[src/rtl/mcyc_ctrl.sv]
// rtl/mcyc_ctrl.sv - multicycle control FSM; define MCYC_DIV_EN to enable the DIV opcode
module mcyc_ctrl #(
    parameter int MD_TIMEOUT = 64,
    parameter int AW         = 2
) (
    input  logic          clk,
    input  logic          reset,
    input  logic [5:0]    op,
    input  logic [5:0]    funct,
    input  logic          mem_ready,
    input  logic          md_done,
    output logic          pcwrite,
    output logic          irwrite,
    output logic          iord,
    output logic          memread,
    output logic          memwrite,
    output logic          memtoreg,
    output logic          regwrite,
    output logic          regdst,
    output logic          alusrca,
    output logic          branch,
    output logic          jal,
    output logic          jr,
    output logic          sll,
    output logic          srl,
    output logic          lb,
    output logic          md_start,
    output logic          md_div,
    output logic          hilo_we,
    output logic          mflo,
    output logic          mfhi,
    output logic          illegal,
    output logic          md_timeout,
    output logic [1:0]    alusrcb,
    output logic [1:0]    pcsrc,
    output logic [AW-1:0] aluop,
    output logic [3:0]    state_o
);

    typedef enum logic [3:0] {
        FETCH, DECODE, MEMADR, MEMRD, MEMWB, MEMWR, RTEX, ALUWB,
        ADDIEX, IMMWB, BEQ, JUMP, MDSTART, MDWAIT, HLWB
    } state_t;

    localparam logic [5:0] OP_RTYPE = 6'b000000;
    localparam logic [5:0] OP_J     = 6'b000010;
    localparam logic [5:0] OP_JAL   = 6'b000011;
    localparam logic [5:0] OP_BEQ   = 6'b000100;
    localparam logic [5:0] OP_SLL   = 6'b000101;
    localparam logic [5:0] OP_SRL   = 6'b000110;
    localparam logic [5:0] OP_ADDI  = 6'b001000;
    localparam logic [5:0] OP_NOP   = 6'b001001;
    localparam logic [5:0] OP_MULT  = 6'b001010;
    localparam logic [5:0] OP_MFLO  = 6'b001011;
    localparam logic [5:0] OP_MFHI  = 6'b001100;
    localparam logic [5:0] OP_DIV   = 6'b001101;
    localparam logic [5:0] OP_LB    = 6'b100000;
    localparam logic [5:0] OP_LW    = 6'b100011;
    localparam logic [5:0] OP_SW    = 6'b101011;
    localparam logic [5:0] FN_JR    = 6'b001000;
    localparam logic [7:0] MD_LAST  = 8'(MD_TIMEOUT - 1);

    state_t     state_q, state_d;
    logic [5:0] op_q, op_d, funct_q, funct_d;
    logic [7:0] cnt_q, cnt_d;
    logic       illegal_q, illegal_d, md_timeout_q, md_timeout_d;
    logic [1:0] aluop_c;
    logic       is_jr;

    assign is_jr = (op_q == OP_RTYPE) && (funct_q == FN_JR);

    always_comb begin
        state_d      = state_q;
        op_d         = op_q;
        funct_d      = funct_q;
        cnt_d        = cnt_q;
        illegal_d    = illegal_q;
        md_timeout_d = md_timeout_q;
        case (state_q)
            FETCH:   if (mem_ready) state_d = DECODE;
            DECODE: begin
                // the instruction register is stable here, so capture op/funct for later states
                op_d    = op;
                funct_d = funct;
                case (op)
                    OP_LW, OP_SW, OP_LB:        state_d = MEMADR;
                    OP_RTYPE, OP_SLL, OP_SRL:   state_d = RTEX;
                    OP_ADDI:                    state_d = ADDIEX;
                    OP_BEQ:                     state_d = BEQ;
                    OP_J, OP_JAL:               state_d = JUMP;
                    OP_NOP:                     state_d = FETCH;
`ifdef MCYC_DIV_EN
                    OP_MULT, OP_DIV:            state_d = MDSTART;
`else
                    OP_MULT:                    state_d = MDSTART;
`endif
                    OP_MFLO, OP_MFHI:           state_d = HLWB;
                    default: begin
                        illegal_d = 1'b1;
                        state_d   = FETCH;
                    end
                endcase
            end
            MEMADR:  state_d = (op_q == OP_SW) ? MEMWR : MEMRD;
            MEMRD:   if (mem_ready) state_d = MEMWB;
            MEMWR:   if (mem_ready) state_d = FETCH;
            RTEX:    state_d = is_jr ? FETCH : ALUWB;
            ADDIEX:  state_d = IMMWB;
            MDSTART: begin
                cnt_d   = 8'd0;
                state_d = MDWAIT;
            end
            MDWAIT: begin
                if (md_done) begin
                    state_d = FETCH;
                end else if (cnt_q == MD_LAST) begin
                    md_timeout_d = 1'b1;
                    state_d      = FETCH;
                end else begin
                    cnt_d = cnt_q + 8'd1;
                end
            end
            default: state_d = FETCH;
        endcase
    end

    always_ff @(posedge clk or negedge reset) begin
        if (!reset) begin
            state_q      <= FETCH;
            op_q         <= 6'd0;
            funct_q      <= 6'd0;
            cnt_q        <= 8'd0;
            illegal_q    <= 1'b0;
            md_timeout_q <= 1'b0;
        end else begin
            state_q      <= state_d;
            op_q         <= op_d;
            funct_q      <= funct_d;
            cnt_q        <= cnt_d;
            illegal_q    <= illegal_d;
            md_timeout_q <= md_timeout_d;
        end
    end

    // Moore decode of the registered state; only handshake strobes look at mem_ready/md_done
    always_comb begin
        pcwrite = 1'b0; irwrite = 1'b0; iord = 1'b0; memread = 1'b0;
        memwrite = 1'b0; memtoreg = 1'b0; regwrite = 1'b0; regdst = 1'b0;
        alusrca = 1'b0; branch = 1'b0; jal = 1'b0; jr = 1'b0;
        sll = 1'b0; srl = 1'b0; lb = 1'b0; md_start = 1'b0;
        md_div = 1'b0; hilo_we = 1'b0; mflo = 1'b0; mfhi = 1'b0;
        alusrcb = 2'b00; pcsrc = 2'b00; aluop_c = 2'b00;
        if (reset) begin
            case (state_q)
                FETCH: begin
                    memread = 1'b1;
                    alusrcb = 2'b01;
                    irwrite = mem_ready;
                    pcwrite = mem_ready;
                end
                DECODE:  alusrcb = 2'b11;
                MEMADR: begin
                    alusrca = 1'b1;
                    alusrcb = 2'b10;
                end
                MEMRD: begin
                    iord    = 1'b1;
                    memread = 1'b1;
                end
                MEMWR: begin
                    iord     = 1'b1;
                    memwrite = 1'b1;
                end
                MEMWB: begin
                    regwrite = 1'b1;
                    memtoreg = 1'b1;
                    lb       = (op_q == OP_LB);
                end
                RTEX: begin
                    if (is_jr) begin
                        jr      = 1'b1;
                        pcsrc   = 2'b11;
                        pcwrite = 1'b1;
                    end else begin
                        alusrca = 1'b1;
                        aluop_c = 2'b10;
                        sll     = (op_q == OP_SLL);
                        srl     = (op_q == OP_SRL);
                    end
                end
                ALUWB: begin
                    regwrite = 1'b1;
                    regdst   = 1'b1;
                end
                ADDIEX: begin
                    alusrca = 1'b1;
                    alusrcb = 2'b10;
                end
                IMMWB:   regwrite = 1'b1;
                BEQ: begin
                    alusrca = 1'b1;
                    aluop_c = 2'b01;
                    branch  = 1'b1;
                    pcsrc   = 2'b01;
                end
                JUMP: begin
                    pcsrc    = 2'b10;
                    pcwrite  = 1'b1;
                    jal      = (op_q == OP_JAL);
                    regwrite = (op_q == OP_JAL);
                    regdst   = (op_q == OP_JAL);
                end
                MDSTART: begin
                    md_start = 1'b1;
`ifdef MCYC_DIV_EN
                    md_div   = (op_q == OP_DIV);
`endif
                end
                MDWAIT:  hilo_we = md_done;
                HLWB: begin
                    regwrite = 1'b1;
                    regdst   = 1'b1;
                    mflo     = (op_q == OP_MFLO);
                    mfhi     = (op_q == OP_MFHI);
                end
                default: ;
            endcase
        end
    end

    assign aluop      = AW'(aluop_c);
    assign illegal    = illegal_q;
    assign md_timeout = md_timeout_q;
    assign state_o    = state_q;

endmodule

[config.mk]
export PLATFORM = sky130hd
export DESIGN_NAME = mcyc_ctrl
export DESIGN_NICKNAME = d
export VERILOG_FILES = /design/src/rtl/mcyc_ctrl.sv
export SDC_FILE = /design/constraint.sdc
export NUM_CORES = 1
export LEC_CHECK = 0
export ABC_CLOCK_PERIOD_IN_PS = 2180
export CORE_MARGIN = 3
export CORE_UTILIZATION = 40
export DETAILED_ROUTE_END_ITERATION = 12
export PLACE_DENSITY_LB_ADDON = 0.1
export SYNTH_ARGS = -nofsm -noshare
export SYNTH_HDL_FRONTEND = slang
export SYNTH_SLANG_ARGS = --single-unit
[constraint.sdc]
create_clock -name clk -period 2.18 [get_ports clk]
set_input_delay 0.218 -clock clk [delete_from_list [all_inputs] [get_ports clk]]
set_output_delay 0.218 -clock clk [all_outputs]
set_load 0.05 [all_outputs]
Yosys cells after proc, flatten, opt, wreduce, memory -nomap -nowiden
Cells that the tools add are included.
- input port bits: 16
- latch bits: 0
- register bits after elaboration: 26
- memories: 0
- word-level logic and storage cells: 133
- ROM bits: 0
- memory bits (writable): 0
- bitwise gates (word level): 2
- order comparisons: 0
- equal/unequal tests: 42
- reduce and logical (&&, ||, !) cells: 20
- multiplexer cells: 62
- multiply operators: 0
- shifts and indexed selects: 0
- divide/modulo/power cells: 0
- add/subtract/negate cells: 1
- operators by type and width (cell ; count):
    6-bit by 4-bit == test with 1-bit output, second input constant ; 8
    1-bit 2-to-1 mux ; 38
    4-bit case mux with 9 select lines ; 1
    6-bit by 3-bit == test with 1-bit output, second input constant ; 5
    6-bit == test, second input constant ; 5
    4-bit == test, second input constant ; 7
    4-bit case mux with 7 select lines ; 1
    4-bit 2-to-1 mux ; 5
    6-bit by 2-bit == test with 1-bit output, second input constant ; 3
    4-bit by 3-bit == test with 1-bit output, second input constant ; 4
    8-bit 2-to-1 mux ; 2
    8-bit case mux with 2 select lines ; 1
    14-bit OR reduction ; 1
    6-bit zero test ; 2
    2-bit case mux with 3 select lines ; 2
    2-bit OR reduction ; 6
    2-bit 2-to-1 mux ; 5
    2-bit inequality test, second input constant ; 5
    3-bit OR reduction ; 3
    8-bit by 1-bit adder with 8-bit output, second input constant ; 1
    4-bit by 2-bit == test with 1-bit output, second input constant ; 2
    8-bit by 6-bit == test with 1-bit output, second input constant ; 1
    3-bit 2-to-1 mux ; 2
    1-bit case mux with 2 select lines ; 3
    other kinds (12) ; 14

Longest topological paths before layout
- depth in word-level cells: 5
- mapped depth: 7

Least setup slack after synthesis
Ideal clock, no wire load.
- path type: register -> output
- start point: register state_q[3] (netlist: state_o[3])
- end point: output lb
- cell stages (with the launch flop): 6
- path buffers: 1
- path slack: -817 ps
- arrival: 2779 ps
- cell sequence: dfrtp_1 -> buf_2 -> nor2b_1 -> nand2_1 -> nor3_1 -> and4_1
- longest elaborated chain between the ends: 3
- RTL lines (what ; RTL line ; source):
    from (decl) ; 63 ; state_t state_q, state_d;
    from (signal assigned) ; 136 ; state_q <= state_d;
    4-bit by 3-bit == test with 1-bit output ; 154 ; case (state_q)
    1-bit 2-to-1 mux ; 154 ;
    1-bit 2-to-1 mux ; 153 ; if (reset) begin
    to (decl) ; 26 ; output logic lb,
No other way between the ends.

Worst setup path in the final report
- start point: register op_q[2]
- end point: output regdst
- longest elaborated chain between the ends: 3
- RTL lines (what ; RTL line ; source):
    from (decl) ; 64 ; logic [5:0] op_q, op_d, funct_q, funct_d;
    from (signal assigned) ; 137 ; op_q <= op_d;
    6-bit by 2-bit == test with 1-bit output ; 211 ; regdst = (op_q == OP_JAL);
    1-bit case mux with 2 select lines ; 154 ;
    1-bit 2-to-1 mux ; 153 ;
    to (decl) ; 19 ; output logic regdst,
No other way between the ends.

==> metrics.yaml <==
clock_tree:
  h-tree-depth: 1
  insertion_delay_ns: 0.27
  root_buffer: "clkbuf_8"
  cts.sinks: 26
  cts_tree: "yes"
  cts-buffers-inserted: 3
  clockBufferDepth: 2
  cts.reportedPaths.clkPinSlew_ns: 0.09
  cts_hold_buf: 0
cells_and_area:
  final_cell_mix: "nor2_1, buf_12, buf_4, nand2_1, dfrtp_1"
  nets: 283
  diodes: 0
  area_growth_pct: 61.0
  drive_gt1_share_pct: 37.7
  fin_area_sq_mm: 0.00285
power_and_ir_drop:
  seq_power_share_pct: 28.2
  power.internal_mw: 1.81
  p_sw_mw: 1.37
  p_leak_nw: 1.15
  p_clk_share_pct: 12.6
  ir_worst_vdd_mv: 0.688
  power_density_mw_per_mm2: 1120
  netSwitchingFraction_pct: 43.1
  p_comb_share_pct: 59.3
timing:
  rsz0062_at_grt: "yes"
  drv_slew: 0
  max_freq_mhz: 427
  whs_ns: 0.266
  finalHoldViolCount: 0
  tightest_slew_ns: 0.496
  finClkSkew_ns: 0.00686
  period_minus_slack_ns: 2.34
  setup_viol: 6
  slew_headroom_pct: 66.8
  fin_crit_sh_pct: 107
  finalWorstSetupSlack_ns: -0.161
setup_path:
  max_stage_delay_ns: 0.57
  slowest_stage: "or4_4"
  worst_ep_required_time_ns: 1.96
  critPathLaunchType: "flip-flop"
  rr_worst_depth: 6
  crit_fanout: 3
  end_kind: "primary output"
  crit_type: "reg2out"
  worstPathCellList: "or3_1 > or4_4 > o21ai_2 > a32oi_2 > nor2_4 > buf_12"
  critical_path_arrival_ns: 2.12
outcome:
  violations: "negative setup slack"
  status: "finished with violations"
global_routing:
  antenna_found_initial: 0
  grt_start_max_net_pins: 17
  grt_overflow: 0
  grt_pass1_wl_um: 7630
  grt_usage_pct: 18.5
  first_global_vias: 1522
route:
  dr.pass1.iters: 4
  drtIter0Drc: 122
  num_vias: 1723
  routed_wl_um: 4790
  drc: 0
  ant_nets: 0
  wl_per_cell_um: 15.2
  post_drt_via_cell_ratio: 5.47
floorplanning:
  pin_count: 48
  core-area_sq_mm: 0.00414
  dieHeight_um: 72.5
  start_util_pct: 42.6
  die_width_um: 72.5
  dieArea_sq_mm: 0.00525
  core.rowCount: 23
placement:
  postPlaceCellArea_sq_mm: 0.00268
  gp_congestion: 0.835
  dpl.hpwl_um: 3700
  io_buffers: 46
  dp_slack_ns: 0.156
synthesis:
  yosys.area.top_type: "dfrtp_1"
  synth_warnings: 0
  synth_area_leaders: "dfrtp_1, mux2_2, nor2_1, nand2_1, xnor2_1"
  synth_top_area_share_pct: 36.8
  ys_ff_latch: 26
  ys_seq_area_share_pct: 36.8
  synth_edf_count: 0
  ys.flop_type: "dfrtp_1"
  synthCells: 203
  syn_nets: 220
  ys_types: 48
  async_reset_ff_share_pct: 100
  postSynthAreaPerCell_sq_um: 8.70
  netlist_area_sq_mm: 0.00177
worst_hold_path:
  hold_path_class: "in2async"
job:
  drv_cap: 0
[stage by stage]
step / std cells / total power, mW / util [%] / setup TNS [ns]
after floorplan: 203 / 2.06 / - / -0.474
after global placement: 306 / 2.65 / 64.8 / 0
after detailed placement: 306 / 2.68 / 64.8 / 0
after CTS: 310 / 3.10 / 66.7 / -0.391
after global routing: 315 / 3.36 / 68.7 / -1.06
final: 315 / 3.18 / 68.7 / -0.572
[flip-flops by register name, indices dropped and copies added, names as in the netlist]
| signal | count |
|---|---|
| cnt_q | 8 |
| funct_q | 6 |
| illegal | 1 |
| md_timeout | 1 |
| op_q | 6 |
| state_o | 4 |
[power groups by stage]
stage	clock (mW)	combinational (mW)	sequential, mW
detailed placement	0	1.79	0.893
CTS	0.411	1.80	0.884
global placement	0	1.76	0.889
finish	0.399	1.88	0.894
floorplan	0	1.13	0.930
global route	0.426	2.01	0.927
[worst max-delay path, delay by kind of cell (launching register included)]
kind	cells	cell delay, ns
AO/OA/AOI/OAI	2	0.23
buffers and inverters	1	0.14
flip-flops	1	0.39
AND/OR/NAND/NOR	3	1.09
[final cells by class]
cell class | instances | area [sq um]
Multi-Input combinational cell | 161 | 1150
Timing Repair Buffer | 69 | 881
Clock buffer | 3 | 41.3
Inverter | 5 | 18.8
Sequential cell | 26 | 657
Tap cell | 50 | 62.6
Fill cell | 338 | 1300
Clock inverter | 1 | 30.0
[final timing paths]
check                              start         end  slack (ns)
worst max-delay path             op_q[2]      regdst       -0.16
worst min-delay path               reset    cnt_q[1]        0.27
worst max register to register  cnt_q[0]  state_o[2]        0.15
worst min register to register   illegal     illegal        0.48
max in group asynchronous          reset  funct_q[4]        1.57
min in group clk                 illegal     illegal        0.48
[kinds of logic after synthesis]
| family | after synthesis | synth area share, % |
|---|---|---|
| AND/OR/NAND/NOR | 97 | 27.6 |
| flip-flops | 26 | 36.8 |
| XOR/XNOR | 9 | 4.46 |
| buffers and inverters | 16 | 5.10 |
| other | 1 | 0.212 |
| multiplexers | 17 | 10.8 |
| adder cells (fa/ha/maj) | 1 | 0.708 |
| AO/OA/AOI/OAI | 36 | 14.3 |
[metal layers]
layer | wire, um | vias up | track usage [%]
li1 | - | 848 | -
met1 | 2130 | 814 | 25.9
met2 | 2360 | 49 | 29.8
met3 | 192 | 12 | 2.49
met4 | 112 | 0 | 5.33
met5 | 0 | - | 0
[Yosys cell counts, types with 2 or more instances]
master / n
buf_4: 5
nor2b_1: 3
nor3_1: 9
clkbuf_1: 2
nand2b_1: 7
xor2_1: 2
buf_2: 3
nand4_1: 3
dfrtp_1: 26
nand3_1: 7
xnor2_1: 7
mux2_2: 16
nand2_1: 22
o21ai_0: 7
o211ai_1: 3
a21oi_1: 10
a211oi_1: 2
or2_2: 2
nor4_1: 2
a21o_1: 3
inv_1: 5
nor2_1: 29
nor3b_1: 2
or3_1: 2
[timing repair]
action / in CTS / in global routing
gates resized for setup: 2 / 10
pin swaps: 0 / 2
buffers inserted: 0 / 5
endpoints found under the setup margin: 6 / 11
No activity file was read; power rests on OpenSTA's default activity.
